**src/rtl/move_defs.sv**
```systemverilog
// rtl/move_defs.sv - shared move codes, face indices, FSM states and move-valid check
package move_defs;

  // Face-move codes as produced by the solver and UART loader
  localparam logic [3:0] MV_R  = 4'd2;
  localparam logic [3:0] MV_RI = 4'd3;
  localparam logic [3:0] MV_U  = 4'd4;
  localparam logic [3:0] MV_UI = 4'd5;
  localparam logic [3:0] MV_F  = 4'd6;
  localparam logic [3:0] MV_FI = 4'd7;
  localparam logic [3:0] MV_L  = 4'd8;
  localparam logic [3:0] MV_LI = 4'd9;
  localparam logic [3:0] MV_B  = 4'd10;
  localparam logic [3:0] MV_BI = 4'd11;
  localparam logic [3:0] MV_D  = 4'd12;
  localparam logic [3:0] MV_DI = 4'd13;

  // Face indices shared with move_to_step
  localparam logic [2:0] RIGHT = 3'd0;
  localparam logic [2:0] UP    = 3'd1;
  localparam logic [2:0] FRONT = 3'd2;
  localparam logic [2:0] LEFT  = 3'd3;
  localparam logic [2:0] BACK  = 3'd4;
  localparam logic [2:0] DOWN  = 3'd5;

  typedef enum logic [2:0] {
    S_IDLE,
    S_ISSUE,
    S_WAIT_BUSY,
    S_WAIT_DONE,
    S_SETTLE
  } seq_state_t;

  // Codes 0, 1, 14 and 15 carry no move
  function automatic logic move_valid(input logic [3:0] code);
    return (code >= MV_R) && (code <= MV_DI);
  endfunction

endpackage

```
**src/rtl/move_fifo.sv**
```systemverilog
// rtl/move_fifo.sv - synchronous FIFO with flush and occupancy count
module move_fifo #(
  parameter int DEPTH = 64,
  parameter int WIDTH = 4
) (
  input  logic                     clock,
  input  logic                     reset,
  input  logic                     push,
  input  logic [WIDTH-1:0]         push_data,
  input  logic                     pop,
  input  logic                     flush,
  output logic [WIDTH-1:0]         head,
  output logic [$clog2(DEPTH):0]   count,
  output logic                     full,
  output logic                     empty
);

  localparam int PW = $clog2(DEPTH);
  localparam int CW = PW + 1;

  logic [WIDTH-1:0] mem [DEPTH];
  logic [PW-1:0]    wr_ptr;
  logic [PW-1:0]    rd_ptr;
  logic             do_push;
  logic             do_pop;

  // Full/empty come from the count so the pointers can wrap freely
  assign full    = (count == CW'(DEPTH));
  assign empty   = (count == '0);
  assign do_push = push && !full && !flush;
  assign do_pop  = pop && !empty && !flush;
  assign head    = mem[rd_ptr];

  // Storage array, written only on an accepted push
  always_ff @(posedge clock) begin
    if (do_push) mem[wr_ptr] <= push_data;
  end

  // Pointer and occupancy bookkeeping; flush empties the queue outright
  always_ff @(posedge clock or posedge reset) begin
    if (reset) begin
      wr_ptr <= '0;
      rd_ptr <= '0;
      count  <= '0;
    end else if (flush) begin
      wr_ptr <= '0;
      rd_ptr <= '0;
      count  <= '0;
    end else begin
      if (do_push) wr_ptr <= wr_ptr + PW'(1);
      if (do_pop)  rd_ptr <= rd_ptr + PW'(1);
      case ({do_push, do_pop})
        2'b10:   count <= count + CW'(1);
        2'b01:   count <= count - CW'(1);
        default: count <= count;
      endcase
    end
  end

endmodule

```
**src/rtl/move_sequencer.sv**
```systemverilog
// rtl/move_sequencer.sv - queues face moves and hands them one at a time to the stepper executor (option: MOVE_SEQ_COUNT_EN)
module move_sequencer
  import move_defs::*;
#(
  parameter int DEPTH         = 64,
  parameter int BUSY_TIMEOUT  = 16,
  parameter int SETTLE_CYCLES = 4
) (
  input  logic                   clock,
  input  logic                   reset,
  input  logic [3:0]             push_move,
  input  logic                   push_valid,
  output logic                   push_ready,
  input  logic                   run,
  input  logic                   flush,
  output logic [3:0]             next_move,
  output logic                   move_start,
  input  logic                   move_done,
  output logic                   busy,
  output logic [$clog2(DEPTH):0] fifo_count,
  output logic                   drop_pulse
`ifdef MOVE_SEQ_COUNT_EN
  ,
  output logic [15:0]            moves_completed
`endif
);

  localparam int TMAX = (BUSY_TIMEOUT > SETTLE_CYCLES) ? BUSY_TIMEOUT : SETTLE_CYCLES;
  localparam int TW   = $clog2(TMAX) + 1;

  seq_state_t    state;
  logic [TW-1:0] tmr;
  logic [3:0]    head;
  logic          full;
  logic          empty;
  logic          accept;
  logic          push_drop;
  logic          pop;

  assign push_ready = !full && !flush;
  assign accept     = push_valid && push_ready;
  assign push_drop  = accept && !move_valid(push_move);
  assign pop        = (state == S_IDLE) && run && !empty && !flush;

  move_fifo #(.DEPTH(DEPTH), .WIDTH(4)) u_fifo (
    .clock     (clock),
    .reset     (reset),
    .push      (accept && move_valid(push_move)),
    .push_data (push_move),
    .pop       (pop),
    .flush     (flush),
    .head      (head),
    .count     (fifo_count),
    .full      (full),
    .empty     (empty)
  );

  // Issue/handshake FSM; tmr is shared by the busy timeout and the settle delay.
  // The timeout fires as the incremented count reaches BUSY_TIMEOUT-1, so
  // drop_pulse lands BUSY_TIMEOUT cycles after move_start.
  always_ff @(posedge clock or posedge reset) begin
    if (reset) begin
      state      <= S_IDLE;
      next_move  <= '0;
      move_start <= 1'b0;
      busy       <= 1'b0;
      drop_pulse <= 1'b0;
      tmr        <= '0;
`ifdef MOVE_SEQ_COUNT_EN
      moves_completed <= '0;
`endif
    end else begin
      move_start <= 1'b0;
      drop_pulse <= push_drop;
      case (state)
        S_IDLE: begin
          if (pop) begin
            next_move  <= head;
            move_start <= 1'b1;
            busy       <= 1'b1;
            state      <= S_ISSUE;
          end
        end
        S_ISSUE: begin
          tmr   <= '0;
          state <= S_WAIT_BUSY;
        end
        S_WAIT_BUSY: begin
          if (!move_done) begin
            state <= S_WAIT_DONE;
          end else if (tmr == TW'(BUSY_TIMEOUT - 2)) begin
            drop_pulse <= 1'b1;
            tmr        <= '0;
            state      <= S_SETTLE;
          end else begin
            tmr <= tmr + TW'(1);
          end
        end
        S_WAIT_DONE: begin
          if (move_done) begin
            tmr   <= '0;
            state <= S_SETTLE;
`ifdef MOVE_SEQ_COUNT_EN
            if (moves_completed != 16'hFFFF) moves_completed <= moves_completed + 16'd1;
`endif
          end
        end
        S_SETTLE: begin
          if (tmr == TW'(SETTLE_CYCLES - 1)) begin
            busy  <= 1'b0;
            state <= S_IDLE;
          end else begin
            tmr <= tmr + TW'(1);
          end
        end
        default: begin
          busy  <= 1'b0;
          state <= S_IDLE;
        end
      endcase
    end
  end

endmodule

```
**config.mk**
```make
export PLATFORM = sky130hd
export DESIGN_NAME = move_sequencer
export DESIGN_NICKNAME = d
export VERILOG_FILES = /design/src/rtl/move_defs.sv /design/src/rtl/move_fifo.sv /design/src/rtl/move_sequencer.sv
export SDC_FILE = /design/constraint.sdc
export NUM_CORES = 1
export LEC_CHECK = 0
export CAP_MARGIN = 20
export CORE_MARGIN = 4
export CORE_UTILIZATION = 50
export DETAILED_ROUTE_END_ITERATION = 10
export DONT_BUFFER_PORTS = 1
export PLACE_DENSITY = 0.72
export SLEW_MARGIN = 20
export SYNTH_ARGS = -nofsm -noshare
export SYNTH_HDL_FRONTEND = slang
export SYNTH_SLANG_ARGS = --single-unit
```
**constraint.sdc**
```tcl
create_clock -name clock -period 3.8 [get_ports clock]
set_clock_uncertainty 0.05 [all_clocks]
set_input_delay 0.76 -clock clock [delete_from_list [all_inputs] [get_ports clock]]
set_output_delay 0.76 -clock clock [all_outputs]
set_load 0.02 [all_outputs]
```
==> impl_metrics.toml, run 1 <==
[routing]
drt-total-wl_um = 25600
post_drt_wl_per_cell_um = 23.5
maxUsedRoutingLayer = "met4"
via_per_inst = 6.07
met1_length_um = 10400
first_pass_iters = 5
wl_met2_um = 12600
drt_iter0_drc = 786
vias = 6609
dr_wl_met3_um = 1930
remaining_drc_errors = 0
ant_nets = 0

[yosys]
synthFlopType = "edfxtp_1"
yosys.area.top_type = "edfxtp_1"
async_flop_share = 0.117
synth_edf_count = 256
syn_inst = 747
synth-seq-cells = 290
syn-cell-area_um2 = 12200
syn_area_per_cell_um2 = 16.3
synth_nets = 767
ys_warn_count = 0
synth_most_common_cell = "edfxtp_1"
yosysTopAreaCellShare = 0.630
synthTopCellsByCount = "edfxtp_1 (256), nor2_1 (88), mux2i_1 (44)"
ys_types = 61
seq_area_frac_synth = 0.699
synthTopCellsByArea = "edfxtp_1 (63%), mux4_2 (7.4%), dfrtp_1 (7.0%)"

[clock_tree]
cts_sinks = 290
cts_hold_buffers = 0
cts.clk_slew.worst_paths_ps = 60
cts_buffer_depth = 3
cts_buffers = 28
htreeDepth = 1
clock_latency_ps = 530
post_cts.repair.setup_buffers = 0
cts_tree = "built"
cts-root-buf = "clkbuf_16"

[global_routing]
grt_pass1_wl_um = 39600
overflow = 0
grt_max_degree = 67
track_usage = 0.192
grt_pass1_vias = 6840
antenna_found_initial = 0

[power]
power_switching_mw = 1.94
combPwrFrac = 0.150
seqPwrFrac = 0.488
p_per_area_nw_per_um2 = 577
ir_worst_vdd_mv = 0.362
power.leakage_nw = 4.33
p_clk_frac = 0.362
p_sw_frac = 0.250
p_int_mw = 5.83

[place]
dpl.hpwl_um = 15700
port_buffers = 0
place_congestion = 0.827

[setup_path]
worstRegToRegCells = 10
cp_max_fo = 6
reg2reg_from = "u_fifo.count[0]"
path_class = "reg2reg"
cp.arrival_ps = 3840
end_kind = "register"
rrSetupSlack_ps = 330
critPathLaunchType = "register"
crit_required_ps = 4170
r2r-end = "u_fifo.count[4]"
crit_start = "u_fifo.count[0]"

[job]
maxCapViolations = 0

[floorplanning]
core_area_um2 = 23800
dieArea_um2 = 27000
fp-row-count = 56
start_util = 0.514
pin_count = 25
die_y_um = 164
die_x_um = 164

[timing]
relSlewSlack = 0.392
clock.fmax_ghz = 0.288
tightest_slew_ps = 911
finalCriticalPeriod_ps = 3470
finalHoldViolations = 0
tns_ps = 0
hold_ws_ps = 227
finalCritPeriodShare = 0.914
rsz0062_at_grt = "false"
finalMaxSlewViolations = 0
setup_violations = 0

[layout]
area_growth_pct = 10.3
antenna_cells = 0
drive_gt1_frac = 0.181
nets = 767
n_fill_cell = 1756

[run_status]
run_status = "completed"

[hold_path]
hp-class = "in2reg"
min_path_cells = 1
hp-start = "flush"
min_to = "u_fifo.rd_ptr[1]"
[routing by layer]
metal,vias up,global-route usage
li1,2922,-
met1,3358,0.262
met2,276,0.321
met3,53,0.0334
met4,0,0.0511
met5,-,0
[worst max-delay path by stage]
stage,end,slack (ps)
floorplan,u_fifo.count[4],360
global placement,u_fifo.count[6],270
detailed placement,u_fifo.count[4],90
CTS,u_fifo.count[4],60
global route,u_fifo.count[6],100
finish,u_fifo.count[4],330
[cell type report]
cell class                      count  area (µm²)  share of cell area
Timing Repair Buffer               11        95.1             0.00706
Sequential cell                   290        8550               0.635
Clock inverter                     11         110             0.00818
Clock buffer                       41         841              0.0624
Inverter                            8        30.0             0.00223
Tap cell                          319         399              0.0296
Multi-Input combinational cell    408        3440               0.256
[cell usage in the layout, fill, tap and decap left out, drive strengths merged, types with 4 or more instances in the layout]
cell / n
nor2: 88
o211ai: 7
nand2: 32
dfrtp: 34
nand3: 13
nor2b: 8
a31oi: 4
o2111ai: 6
nor3: 7
mux4: 40
a21oi: 17
a22oi: 24
or4: 5
nand3b: 6
nand2b: 6
xnor2: 6
a221oi: 4
mux2: 23
buf: 11
xor2: 4
clkinv: 8
and3: 9
clkbuf: 41
ha: 9
o21ai: 10
inv: 8
edfxtp: 256
mux2i: 44
[through the flow]
step                instance area (µm²)  power [mW]  utilization  worst slack, ps  instances
floorplan                         12200        4.79            -              365        747
global placement                  12500        4.97        0.527              275       1036
detailed placement                12500        5.02        0.527             93.4       1036
CTS                               13500        7.82        0.567             63.7       1088
global route                      13500        8.06        0.567              103       1088
finish                            13500        7.77        0.567              329       1088
[power by group through the flow]
stage	sequential [mW]	clock, mW	combinational (mW)
5_1_grt	3.82	2.98	1.26
3_3_place_gp	3.85	0	1.12
2_1_floorplan	3.76	0	1.04
3_5_place_dp	3.86	0	1.16
6_report	3.80	2.81	1.16
4_1_cts	3.80	2.85	1.17
[cell families after synthesis]
group,share of synthesized area
AO/OA/AOI/OAI,0.0523
XOR/XNOR,0.00717
adder cells (fa/ha/maj),0.0109
buffers and inverters,0.0187
flip-flops,0.699
multiplexers,0.131
AND/OR/NAND/NOR,0.0806
[sequential cells by signal (all words and copies together) (netlist names), 3 cells and up]
register	count
tmr	5
u_fifo.rd_ptr	6
u_fifo.wr_ptr	6
u_fifo.mem	256
u_fifo.count	7
state	3
next_move	4
[timing repair]
action / 4_1_cts / 5_1_grt
gates resized for setup: 0 / 2
hold endpoints to repair: 0 / 0
endpoints found under the setup margin: 0 / 4
[critical path, cell delays in order, from the launching register on]
cell and delay, ps:
dfrtp_1 520, or4_4 640, o311ai_1 410, nor3_2 100
nor2_2 280, ha_1 330, a21o_1 190, a21oi_1 350
xnor2_1 180, nor2_1 60, mux2_2 250
Note: power is estimated with default switching activity, not from simulation.
==> run 2, diff against run 1 <==
--- a/config.mk
+++ b/config.mk
@@ -10,6 +10,7 @@
 export CORE_UTILIZATION = 50
 export DETAILED_ROUTE_END_ITERATION = 10
 export DONT_BUFFER_PORTS = 1
+export MAX_ROUTING_LAYER = met4
 export PLACE_DENSITY = 0.72
 export SLEW_MARGIN = 20
 export SYNTH_ARGS = -nofsm -noshare
==> impl_metrics.toml, run 2 (same netlist as run 1, synthesis figures left out) <==
[floorplanning]
dieArea_um2 = 27000
core_area_um2 = 23800
die_x_um = 164
fp-row-count = 56
die_y_um = 164
pin_count = 25
start_util = 0.514

[run_status]
run_status = "completed"

[timing]
tightest_slew_ps = 911
finalCriticalPeriod_ps = 3470
finalMaxSlewViolations = 0
tns_ps = 0
rsz0062_at_grt = "false"
finalHoldViolations = 0
fin_ws_ps = 328
setup_violations = 0
relSlewSlack = 0.392
finalCritPeriodShare = 0.914
hold_ws_ps = 230
clock.fmax_ghz = 0.288

[place]
port_buffers = 0
postPlaceCellArea_um2 = 12500
place_worst_setup_slack_ps = 93.4
place_congestion = 0.839
place_inst = 1036
dpl.hpwl_um = 15700

[layout]
antenna_cells = 0
postLayoutCellArea_um2 = 13500
final_common_cell = "edfxtp_1"
reg_top3 = "u_fifo.mem x256, u_fifo.count x7"
drive_gt1_frac = 0.181
seq_area_um2 = 8550
nets = 767
multi_input_area_um2 = 3440
n_fill_cell = 1756
regMostFlops = "u_fifo.mem"
area_growth_pct = 10.3
layoutNonFillerInstCount = 1088
layout_common_cells = "edfxtp_1 (256), nor2_1 (87), mux2i_1 (44)"
largest_reg_flops = 256
final_core_util = 0.567

[routing]
first_pass_iters = 6
ant_nets = 0
via_per_inst = 6.07
post_drt_wl_per_cell_um = 23.5
remaining_drc_errors = 0
drt_iter0_drc = 739
drt-total-wl_um = 25600
vias = 6606

[setup_path]
path_class = "reg2reg"
rrSetupSlack_ps = 330
crit_required_ps = 4170
end_kind = "register"
reg2reg_from = "u_fifo.count[0]"
cp.arrival_ps = 3840
cp_max_fo = 6
worstRegToRegCells = 10
r2r-end = "u_fifo.count[4]"
critPathLaunchType = "register"

[global_routing]
track_usage = 0.198
grt_max_degree = 67
overflow = 0
grt_pass1_wl_um = 39600
antenna_found_initial = 0
grt_pass1_vias = 6826

[clock_tree]
clock_latency_ps = 530
cts_tree = "built"
post_cts.repair.setup_buffers = 0
cts-root-buf = "clkbuf_16"
cts.clk_slew.worst_paths_ps = 60
cts_sinks = 290
cts_buffers = 28
cts_hold_buffers = 0
htreeDepth = 1
cts_resized = 0
cts_buffer_depth = 3

[power]
ir_worst_vdd_mv = 0.362
p_per_area_nw_per_um2 = 577
p_total_mw = 7.76
power.leakage_nw = 4.33

[job]
maxCapViolations = 0

[hold_path]
min_path_cells = 1
hp-class = "in2reg"
hp-start = "flush"
min_to = "u_fifo.rd_ptr[1]"
## run 2: cell counts in the layout (fill, tap and decap cells not counted)
No cell type changed its count.
## run 2: worst max-delay path by stage
stage | startpoint | end | slack, ps
floorplan | u_fifo.count[0] | u_fifo.count[4] | 360
detailed placement | u_fifo.count[0] | u_fifo.count[4] | 90
global placement | u_fifo.count[0] | u_fifo.count[6] | 270
CTS | u_fifo.count[0] | u_fifo.count[4] | 60
finish | u_fifo.count[0] | u_fifo.count[4] | 330
global route | u_fifo.count[0] | u_fifo.count[6] | 100
## run 2: area by class of cell
type / count / share of cell area
flip-flops and latches: 290 / 0.635
multi-input cells: 408 / 0.256
inverters: 8 / 0.00223
well taps: 319 / 0.0296
repair buffers: 11 / 0.00706
clock inverters: 11 / 0.00818
clock buffers: 41 / 0.0624
## run 2: worst max-delay path, stage by stage, from the launching register on
cell,delay (ps)
dfrtp_1,520
or4_4,640
o311ai_1,410
nor3_2,100
nor2_2,280
ha_1,330
a21o_1,190
a21oi_1,350
xnor2_1,180
nor2_1,60
mux2_2,250
## run 2: where the power goes
group,total [mW],internal [mW],switching (mW)
logic,1.16,0.593,0.569
clock network,2.81,1.67,1.13
registers,3.80,3.56,0.235
## run 2: per-layer routing
layer | part of all wire | global-route usage | vias up
met5 | 0 | - | -
met2 | 0.49 | 0.320 | 292
met1 | 0.41 | 0.264 | 3333
met4 | 0.027 | 0.0511 | 0
li1 | - | - | 2926
met3 | 0.077 | 0.0331 | 55
